**src/rtl/sseg_pkg.sv**
```systemverilog
// rtl/sseg_pkg.sv - segment bit positions and hex-to-segment decode for the display scanner
package sseg_pkg;

    typedef logic [7:0] seg_t;

    localparam int SEG_DP = 7;
    localparam int SEG_A  = 6;
    localparam int SEG_B  = 5;
    localparam int SEG_C  = 4;
    localparam int SEG_D  = 3;
    localparam int SEG_E  = 2;
    localparam int SEG_F  = 1;
    localparam int SEG_G  = 0;

    localparam seg_t SEG_ABCDEFG = seg_t'((1 << SEG_A) | (1 << SEG_B) | (1 << SEG_C) |
                                          (1 << SEG_D) | (1 << SEG_E) | (1 << SEG_F) |
                                          (1 << SEG_G));

    // Entry n sits at bits [8n+7:8n]; F is the leftmost byte.
    localparam logic [127:0] SEG_HEX_TABLE = {
        8'h47, 8'h4F, 8'h3D, 8'h0D, 8'h1F, 8'h77, 8'h7B, 8'h7F,
        8'h70, 8'h5F, 8'h5B, 8'h33, 8'h79, 8'h6D, 8'h30, 8'h7E
    };

    function automatic seg_t sseg_hex(input logic [3:0] nibble);
        return SEG_HEX_TABLE[{nibble, 3'b000} +: 8];
    endfunction

endpackage

```
**src/rtl/sseg_lzb.sv**
```systemverilog
// rtl/sseg_lzb.sv - leading-zero suppression mask derived from the frame snapshot
module sseg_lzb #(
    parameter int N_DIG = 8
) (
    input  logic [4*N_DIG-1:0] dat,
    input  logic               lzb,
    output logic [N_DIG-1:0]   sup
);

    logic zero_above;

    // Walk from the most significant digit down; digit 0 always stays lit.
    always_comb begin
        zero_above = 1'b1;
        sup        = '0;
        for (int k = N_DIG - 1; k >= 0; k--) begin
            zero_above = zero_above && (dat[4*k +: 4] == 4'h0);
            sup[k]     = lzb && zero_above && (k != 0);
        end
    end

endmodule

```
**src/rtl/sseg_scan.sv**
```systemverilog
// rtl/sseg_scan.sv - multiplexed seven-segment scanner with snapshot, blanking and PWM dimming
module sseg_scan #(
    parameter int N_DIG       = 8,
    parameter int REFRESH_DIV = 100000,
    parameter bit SEG_ACT_LOW = 1'b0,
    parameter bit AN_ACT_LOW  = 1'b1
) (
    input  logic               clk,
    input  logic               rst_n,
    input  logic [4*N_DIG-1:0] dat,
    input  logic [N_DIG-1:0]   dp,
    input  logic [N_DIG-1:0]   blank,
    input  logic               lzb,
    input  logic [3:0]         bright,
    output logic [7:0]         seg,
    output logic [N_DIG-1:0]   an,
    output logic               frame
);
    import sseg_pkg::*;

    localparam int IDX_W = $clog2(N_DIG);
    localparam int PRE_W = $clog2(REFRESH_DIV);

    localparam logic [IDX_W-1:0] IDX_LAST = IDX_W'(N_DIG - 1);
    localparam logic [PRE_W-1:0] PRE_LAST = PRE_W'(REFRESH_DIV - 1);
    localparam seg_t             SEG_INV  = SEG_ACT_LOW ? 8'hFF : 8'h00;
    localparam logic [N_DIG-1:0] AN_INV   = AN_ACT_LOW ? {N_DIG{1'b1}} : {N_DIG{1'b0}};

    logic [PRE_W-1:0]   pre;
    logic [IDX_W-1:0]   idx;
    logic [3:0]         pwm;
    logic [3:0]         bright_s;
    logic [4*N_DIG-1:0] dat_s;
    logic [N_DIG-1:0]   dp_s;
    logic [N_DIG-1:0]   blank_s;
    logic               lzb_s;

    logic               tc;
    logic               frame_load;
    logic               guard;
    logic [N_DIG-1:0]   sup;
    logic [N_DIG-1:0]   onehot;
    logic [3:0]         nib;
    logic               dp_cur;
    logic               off_cur;
    seg_t               seg_log;
    logic [N_DIG-1:0]   an_log;

    assign tc         = (pre == PRE_LAST);
    assign frame_load = tc && (idx == IDX_LAST);
    // First cycle of every digit slot is forced dark so the previous digit never ghosts.
    assign guard      = (pre == '0);

    sseg_lzb #(
        .N_DIG (N_DIG)
    ) u_lzb (
        .dat (dat_s),
        .lzb (lzb_s),
        .sup (sup)
    );

    always_comb begin
        nib     = 4'h0;
        onehot  = '0;
        dp_cur  = 1'b0;
        off_cur = 1'b0;
        for (int i = 0; i < N_DIG; i++) begin
            if (idx == IDX_W'(i)) begin
                nib       = dat_s[4*i +: 4];
                onehot[i] = 1'b1;
                dp_cur    = dp_s[i];
                off_cur   = blank_s[i] || sup[i];
            end
        end
    end

    always_comb begin
        seg_log = off_cur ? 8'h00 : (sseg_hex(nib) & SEG_ABCDEFG);
        seg_log[SEG_DP] = dp_cur;
        an_log  = (!guard && (pwm <= bright_s)) ? onehot : '0;
    end

    always_ff @(posedge clk) begin
        if (!rst_n) begin
            pre      <= '0;
            idx      <= '0;
            pwm      <= 4'h0;
            bright_s <= 4'h0;
            dat_s    <= '0;
            dp_s     <= '0;
            blank_s  <= '0;
            lzb_s    <= 1'b0;
            frame    <= 1'b0;
            seg      <= SEG_INV;
            an       <= AN_INV;
        end else begin
            pre      <= tc ? '0 : pre + 1'b1;
            pwm      <= pwm + 4'h1;
            bright_s <= bright;
            frame    <= frame_load;
            if (tc) begin
                idx <= (idx == IDX_LAST) ? '0 : idx + 1'b1;
            end
            if (frame_load) begin
                dat_s   <= dat;
                dp_s    <= dp;
                blank_s <= blank;
                lzb_s   <= lzb;
            end
            seg <= seg_log ^ SEG_INV;
            an  <= an_log ^ AN_INV;
        end
    end

endmodule

```
**config.mk**
```make
export PLATFORM = sky130hd
export DESIGN_NAME = sseg_scan
export DESIGN_NICKNAME = d
export VERILOG_FILES = /design/src/rtl/sseg_pkg.sv /design/src/rtl/sseg_lzb.sv /design/src/rtl/sseg_scan.sv
export SDC_FILE = /design/constraint.sdc
export NUM_CORES = 1
export LEC_CHECK = 0
export BUFFER_PORTS_ARGS = -buffer_cell sky130_fd_sc_hd__buf_2
export CAP_MARGIN = 40
export CELL_PAD_IN_SITES_DETAIL_PLACEMENT = 1
export CELL_PAD_IN_SITES_GLOBAL_PLACEMENT = 1
export CORE_UTILIZATION = 42
export DETAILED_ROUTE_END_ITERATION = 6
export GPL_ROUTABILITY_DRIVEN = 0
export GPL_TIMING_DRIVEN = 0
export PLACE_DENSITY = 0.75
export SLEW_MARGIN = 20
export SYNTH_ARGS = -nofsm -noshare
export SYNTH_HDL_FRONTEND = slang
export SYNTH_SLANG_ARGS = --single-unit
```
**constraint.sdc**
```tcl
create_clock -name clk -period 3.7 [get_ports clk]
set_input_delay 0.37 -clock clk [delete_from_list [all_inputs] [get_ports clk]]
set_output_delay 0.37 -clock clk [all_outputs]
set_load 0.05 [all_outputs]
```
; Yosys cells after proc, flatten, opt, wreduce, memory -nomap -nowiden
; Index checks and enable logic that the tools add are counted.
[totals]
register_bits = 94
in_bits = 55
output_inout_bits = 17
elab_cells = 95
[op_classes]
n_addsub = 3
n_lt_le_gt_ge = 1
eq_ne = 8
shifts = 1
n_mux = 34
n_bitwise = 2
reduce_logical = 34
[op_table]
columns = op, n
row1 = "variable part select 128 x 8 -> 7 bit, first input constant", 1
row2 = 2-to-1 mux 4 bit, 8
row3 = logical NOT 4 bit, 7
row4 = 2-to-1 mux 1 bit, 24
row5 = "adder 17 x 1 -> 17 bit, second input constant", 1
row6 = "equality test 17 bit, second input constant", 1
row7 = logical NOT 17 bit, 1
row8 = logical AND 1 bit, 15
row9 = "equality test 3 bit, second input constant", 4
row10 = 2-to-1 mux 8 bit, 1
row11 = NOT 8 bit, 1
row12 = logical OR 1 bit, 7
row13 = "equality test 3 x 2 -> 1 bit, second input constant", 2
row14 = "adder 4 x 1 -> 4 bit, second input constant", 1
row15 = <= comparator 4 bit, 1
row16 = OR reduction 2 bit, 2
row17 = "adder 3 x 1 -> 3 bit, second input constant", 1
row18 = "equality test 3 x 1 -> 1 bit, second input constant", 1
row19 = logical NOT 3 bit, 1
row20 = 2-to-1 mux 3 bit, 1
row21 = logical NOT 1 bit, 1
row22 = NOT 1 bit, 1

; Depth between registers and ports, before layout
; Gate-level depths: netlist of run 1.
[logic_depth]
depth_word = 17
depth_mapped = 13
depth_no_buf = 11

; Modules after synthesis
; From an unflattened synthesis of run 1, not the netlist that was laid out.
[unflattened]
hier_cells = 436
hier_area_um2 = 4230.3
[by_module_without_submodules]
columns = mod, n_inst, cells_per_inst, area_per_inst_um2, seq_area_each_um2
row1 = sseg_scan, 1, 417, 4055.1, 1881.8
row2 = sseg_lzb, 1, 19, 175.2, 0.0

; Worst setup path after synthesis of run 1
; OpenSTA, ideal clock, no wires.
[synth_path]
kind = reg2reg
from = register idx[2]
to = register seg[2]
arrival_time_ns = 2.405
required_time_ns = 3.566
setup_slack_ns = 1.161
path_stages_with_launch = 12
path_buffers = 1
period_less_slack_ns = 2.539
path_cell_list = dfxtp_1 buf_6 clkinv_1 ha_1 or2_4 a221oi_1 o22ai_1 a21oi_1 inv_1 ha_1 nor3_1 a211oi_2
[synth_between]
elab_chain_len = 10
[synth_rtl]
columns = element, line_no
row1 = from (decl), sseg_scan.sv:30  ; logic [IDX_W-1:0] idx;
row2 = from (signal assigned), sseg_scan.sv:102  ; idx <= (idx == IDX_LAST) ? '0 : idx + 1'b1;
row3 = logical NOT 3 bit, sseg_scan.sv:68  ; if (idx == IDX_W'(i)) begin
row4 = 2-to-1 mux 4 bit / 2-to-1 mux 1 bit (equally long branches) (8 in series), sseg_scan.sv:68
row5 = variable part select 128 x 8 -> 7 bit / OR reduction 2 bit (equally long branches), -
row6 = to (signal assigned), sseg_scan.sv:110  ; seg <= seg_log ^ SEG_INV;
row7 = to (decl), sseg_scan.sv:15  ; output logic [7:0] seg,
; Parallel ways exist; a longest one is shown, timed or not.
; A chain may end at the register's enable or synchronous reset.

; Worst setup path after layout of run 1
; Same ends and word-level chain as after synthesis.

==> results of run 1 <==
## power by group
group / internal [mW] / switching [mW]
Combinational: 0.0434 / 0.0644
Clock: 0.352 / 0.360
Sequential: 1.02 / 0.00768
Total: 1.42 / 0.432
## metal layers
| metal | GRT usage [%] | routed length, um |
|---|---|---|
| met1 | 29.8 | 5190 |
| met2 | 38.9 | 5190 |
| met3 | 4.69 | 485 |
| met4 | 7.92 | 172 |
| met5 | 0 | 0 |
## cell families (layout without fill, tap and decap cells)
logic type      count (synthesis)  count (layout)  share of synthesized area (%)
compound gates                124             124                           22.5
xor+xnor                       15              15                           3.16
fa+ha+maj                      20              20                           6.02
buf+inv                        56             143                           5.69
flops                          94              94                           45.3
mux                             2               2                          0.602
simple gates                  128             128                           16.7
## worst max-delay path by stage
stage	cells after the start	to
after floorplan	11	seg[2]
after global placement	11	seg[2]
after detailed placement	11	seg[1]
after CTS	11	seg[2]
after global routing	11	seg[1]
final	11	seg[2]
## registers in the layout, summed over array words and instances (netlist names)
name and cells:
pwm 4, idx 3, blank_s 8, seg 8, bright_s 4, frame 1, lzb_s 1, dp_s 8
dat_s 32, an 8, pre 17
## placed cells by master (no fill, tap or decap), types with 5 or more instances in the layout
cell type | netlist | final
a21oi_1 | 23 | 23
a22o_1 | 49 | 49
and2_1 | 10 | 10
buf_2 | 9 | 80
clkbuf_1 | 18 | 19
clkbuf_8 | 0 | 11
dfxtp_1 | 94 | 94
ha_1 | 20 | 20
inv_1 | 25 | 25
nand2_1 | 16 | 16
nand3_1 | 15 | 15
nand3b_1 | 8 | 8
nor2_1 | 28 | 28
nor3_1 | 11 | 11
nor4_1 | 8 | 8
o211ai_1 | 5 | 5
o21ai_0 | 12 | 12
or3_1 | 6 | 6
or4_1 | 5 | 5
xnor2_1 | 10 | 10
xor2_1 | 5 | 5
## stage by stage
stage | cell area, um^2 | worst slack [ns] | utilization [%]
2_1_floorplan | 4160 | 1.16 | -
3_3_place_gp | 4670 | 0.552 | 49.6
3_5_place_dp | 4670 | 0.548 | 49.6
4_1_cts | 4880 | 0.476 | 51.9
5_1_grt | 4880 | 0.162 | 51.9
6_report | 4880 | 0.482 | 51.9
## worst register-to-register path, delay by kind of cell, from the launching register on
family          cells  cell delay, ns
compound gates      4            1.05
fa+ha+maj           2            0.58
buf+inv             3            0.61
flops               1            0.36
simple gates        2            0.49
## layout make-up
cell class | count | area share, %
clock inverter | 4 | 1.10
multi-input combinational | 289 | 41.8
inverter | 26 | 2.00
clock buffer | 12 | 3.18
sequential | 94 | 38.5
tap | 129 | 3.31
buffer | 30 | 2.84
timing repair buffer | 71 | 7.28
==> impl_metrics.tcl, run 1 <==
set metrics [dict create \
    end_kind "flop" \
    drive_gt1_share_pct 20.0 \
    synth_common_cells "dfxtp_1, a22o_1, nor2_1" \
    r2r-end "seg[2]" \
    multi_input_area_um2 2040 \
    critPathLaunch "idx[2]" \
    cts_setup_buffers 0 \
    synthCells 439 \
    async_reset_ff_share_pct 0 \
    skew_ns 0.00962 \
    p_leak_nw 2.01 \
    track_usage_pct 23.2 \
    worstSetupPathType "reg2reg" \
    grt_pass1_vias 3652 \
    slew_viol_final 0 \
    seqCellArea_um2 1880 \
    critPathMaxFanout 9 \
    cts_tree "built" \
    reg2reg_from "idx[2]" \
    num_antenna_cells 0 \
    rsz0062_at_grt "false" \
    syn_nets 514 \
    drcViolationCount 0 \
    yosysWarnings 0 \
    rows 35 \
    whs_ns 0.210 \
    grt_pass1_wl_um 18400 \
    htree_levels 3 \
    initial_core_util_pct 44.2 \
    cp_num_buf_inv 3 \
    tns_ns 0 \
    core_um2 9420 \
    p_per_area_nw_per_um2 379 \
    drv_cap 0 \
    synthDistinctLibCells 53 \
    synth_top_area_share_pct 45.3 \
    crit_chain "buf_6 -> clkinv_1 -> ha_1 -> or2_4 -> a221oi_1 -> o22ai_1 -> a21oi_1 -> inv_1 -> ha_1 -> nor3_1 -> a211oi_2" \
    cts.reportedPaths.clkPinSlew_ns 0.09 \
    holdBufCountCts 0 \
    via_per_inst 5.49 \
    whs_path_depth 2 \
    power_mw 1.85 \
    antenna_left 0 \
    min-delay-start "dat[28]" \
    cts_sinks 94 \
    top_level_ports 72 \
    final_cells 655 \
    firstDrtPassIters 4 \
    via_count 3598 \
    crit_family "compound AO/OA/AOI/OAI gates" \
    slew_headroom_pct 56.5 \
    synth.avg_cell_area_um2 9.47 \
    synth_seq_cells 94 \
    dieArea_um2 10300 \
    numCtsBuffers 9 \
    antenna_found_initial 0 \
    arrival_ns 3.45 \
    synth_edf_count 0 \
    drt-initial-drc-count 117 \
    yosysMostFrequentCell "dfxtp_1" \
    routed_wl_um 11000 \
    tightest_slew_ns 0.653 \
    synth.area.top_cells "dfxtp_1, a22o_1, ha_1" \
    final_nets 596 \
    fillers 1131 \
    ys_seq_area_share_pct 45.3 \
    die_y_um 101 \
    holdPathEnd "dat_s[28]" \
    required_ns 3.93 \
    fmax_mhz 311 \
    layout_min_cycle_time_ns 3.22 \
    syn_to_final_growth_pct 17.5 \
    die_w_um 101 \
    io_buffer_count 71 \
    dp_cells 639 \
    status "finished, final reports clean" \
    crit_slowest_cell "a21oi_1" \
    insertion_delay_ns 0.36 \
    syn_area_um2 4160 \
    synth_top_cell_by_area "dfxtp_1" \
    grt_overflow 0 \
    grt_max_degree 16 \
    crit_top_cell "ha_1" \
    r2r_cells 11 \
    min_path_type "in2reg" \
    root_buffer "clkbuf_8" \
    hold_violations 0 \
    dpl.hpwl_um 8410 \
    ys.flop_type "dfxtp_1" \
    min_period_over_period_pct 87.0 \
    start_kind "flop" \
    clk_path_buf_depth 2 \
    setup_viol 0 \
    ctsResizeCount 0 \
    rrSetupSlack_ns 0.48 \
    wire_per_inst_um 16.9 \
    ir_drop_uv 191 \
    cpPeakStageDelay_ns 0.53 \
]
No activity file was read; power rests on OpenSTA's default activity.
==> run 2, diff against run 1 <==
--- a/config.mk
+++ b/config.mk
@@ -9,12 +9,13 @@
 export CAP_MARGIN = 40
 export CELL_PAD_IN_SITES_DETAIL_PLACEMENT = 1
 export CELL_PAD_IN_SITES_GLOBAL_PLACEMENT = 1
-export CORE_UTILIZATION = 42
+export CORE_UTILIZATION = 43
 export DETAILED_ROUTE_END_ITERATION = 6
 export GPL_ROUTABILITY_DRIVEN = 0
 export GPL_TIMING_DRIVEN = 0
-export PLACE_DENSITY = 0.75
+export PLACE_DENSITY = 0.77
 export SLEW_MARGIN = 20
 export SYNTH_ARGS = -nofsm -noshare
 export SYNTH_HDL_FRONTEND = slang
+export SYNTH_HIERARCHICAL = 1
 export SYNTH_SLANG_ARGS = --single-unit
==> impl_metrics.tcl, run 2 <==
set metrics [dict create \
    synthCells 436 \
    core_um2 9370 \
    final_common_cell "dfxtp_1" \
    r2r_cells 10 \
    ir_drop_uv 185 \
    layout_common_cells "dfxtp_1, buf_2, a22o_1" \
    drcViolationCount 0 \
    ctsResizeCount 0 \
    io_buffer_count 70 \
    yosysMostFrequentCell "dfxtp_1" \
    slew_viol_final 0 \
    synth.area.top_cells "dfxtp_1, a22o_1, ha_1" \
    min_path_type "in2reg" \
    hold_violations 0 \
    cts_sinks 94 \
    grt_pass1_wl_um 19300 \
    antenna_left 0 \
    dieArea_um2 10200 \
    synth_top_area_share_pct 44.5 \
    wire_per_inst_um 17.7 \
    synthDistinctLibCells 64 \
    status "finished, final reports clean" \
    insertion_delay_ns 0.36 \
    syn_to_final_growth_pct 17.2 \
    synthMuxAreaShare_pct 2.51 \
    largest-register "dat_s" \
    top_level_ports 72 \
    reg_top3 "dat_s: 32 flops, pre: 17 flops" \
    routed_wl_um 11500 \
    critPathMaxFanout 10 \
    p_per_area_nw_per_um2 379 \
    via_count 3548 \
    firstDrtPassIters 4 \
    rsz0062_at_grt "false" \
    tightest_slew_ns 0.744 \
    reg2reg_from "idx[2]" \
    final_cells 651 \
    track_usage_pct 24.6 \
    layout_min_cycle_time_ns 3.14 \
    synth_fa_ha_area_share_pct 5.92 \
    grt_overflow 0 \
    die_w_um 101 \
    yosys.area_share.simple_pct 17.8 \
    antenna_found_initial 0 \
    skew_ns 0.00712 \
    synth_seq_cells 94 \
    whs_path_depth 2 \
    drv_cap 0 \
    start_kind "flop" \
    syn_area_um2 4230 \
    setup_viol 0 \
    r2r-end "seg[1]" \
    tns_ns 0 \
    numCtsBuffers 9 \
    synth.avg_cell_area_um2 9.70 \
    final_nets 592 \
    synth-xor-area-share_pct 3.73 \
    rows 35 \
    fmax_mhz 319 \
    synth_top_cell_by_area "dfxtp_1" \
    synth_common_cells "dfxtp_1, a22o_1, nor2_1" \
    num_antenna_cells 0 \
    min_period_over_period_pct 84.8 \
    largest_reg_flops 32 \
    min-delay-start "dat[29]" \
    grt_max_degree 15 \
    synth_compound_area_share_pct 20.1 \
    cts.reportedPaths.clkPinSlew_ns 0.09 \
    end_kind "flop" \
    worstSetupPathType "reg2reg" \
    required_ns 3.97 \
    yosysWarnings 6 \
    cts_setup_buffers 0 \
    via_per_inst 5.45 \
    root_buffer "clkbuf_8" \
    clk_path_buf_depth 2 \
    syn_nets 511 \
    htree_levels 3 \
    rrSetupSlack_ns 0.56 \
    holdPathEnd "dat_s[29]" \
    slew_headroom_pct 50.4 \
    grt_pass1_vias 3831 \
    dp_cells 635 \
    cts_tree "built" \
    drive_gt1_share_pct 23.6 \
    async_reset_ff_share_pct 0 \
    dpl.hpwl_um 8790 \
    synth_edf_count 0 \
    ys_seq_area_share_pct 44.5 \
    arrival_ns 3.41 \
    initial_core_util_pct 45.1 \
    drt-initial-drc-count 123 \
    synth_top_family_by_area "compound AO/OA/AOI/OAI gates" \
    holdBufCountCts 0 \
    p_leak_nw 2.10 \
    die_y_um 101 \
    ys.flop_type "dfxtp_1" \
]
==> run 2: cell count changes after synthesis, moves of 4 or more <==
cell	previous run	this run
or3_1	6	1
inv_1	25	21
xor2_1	5	13
nand2_1	16	23
nor4_1	8	3
a21oi_1	23	17
nor2_1	28	32
clkbuf_1	18	9
mux2i_1	1	5
o211ai_1	5	0
xnor2_1	10	5
nand3b_1	8	4
or4_1	5	1
mux2_2	0	5
==> run 2: final cells by class <==
cell class / instances / area [um^2]
tap: 129 / 161
timing repair buffer: 70 / 350
inverter: 24 / 90.1
sequential: 94 / 1880
fill: 1113 / 4410
multi-input combinational: 293 / 2120
clock inverter: 4 / 70.1
clock buffer: 12 / 145
buffer: 25 / 135
==> run 2: logic make-up after synthesis <==
group,Yosys count
flip-flops,94
buffers and inverters,49
AO/OA/AOI/OAI,112
adder cells (fa/ha/maj),20
multiplexers,10
XOR/XNOR,18
other,1
AND/OR/NAND/NOR,132
==> run 2: how the worst max path moves through the flow <==
stage,start,end,slack (ns),depth (start not counted)
after global placement,idx[2],seg[1],0.66,10
after CTS,idx[2],seg[1],0.57,10
after detailed placement,idx[2],seg[1],0.60,10
final,idx[2],seg[1],0.56,10
after floorplan,idx[2],seg[1],1.10,10
after global routing,idx[1],seg[1],0.34,12
==> run 2: metrics by stage <==
| step | hold WS (ns) | power (mW) | setup slack (ns) | area (um^2) | utilization [%] |
|---|---|---|---|---|---|
| global route | 0.214 | 1.96 | 0.341 | 4960 | 52.9 |
| global placement | 0.450 | 1.17 | 0.662 | 4740 | 50.6 |
| floorplan | 0.430 | 1.12 | 1.10 | 4230 | - |
| detailed placement | 0.464 | 1.17 | 0.598 | 4740 | 50.6 |
| finish | 0.215 | 1.88 | 0.564 | 4960 | 52.9 |
| CTS | 0.198 | 1.90 | 0.567 | 4960 | 52.9 |
==> run 2: metal layers <==
metal	vias to the layer above	share of wire (%)	global-route usage (%)
li1	1738	-	-
met1	1708	48	31.9
met4	0	1.5	8.70
met2	89	46	41.5
met3	13	4.3	3.66
met5	-	0	0
==> run 2: report_power, final <==
| part | internal [mW] | switching (mW) |
|---|---|---|
| clock network | 0.398 | 0.337 |
| registers | 1.02 | 0.00822 |
| logic | 0.0454 | 0.0683 |
| total | 1.47 | 0.414 |
==> run 2: worst max-delay path, cell delays in order, from the launching register on <==
cell	delay [ns]
dfxtp_1	0.39
buf_2	0.23
inv_1	0.16
ha_1	0.26
clkbuf_1	0.24
a2111oi_0	0.47
nor3_1	0.13
o31a_1	0.39
ha_1	0.28
mux2_2	0.28
a211oi_1	0.22
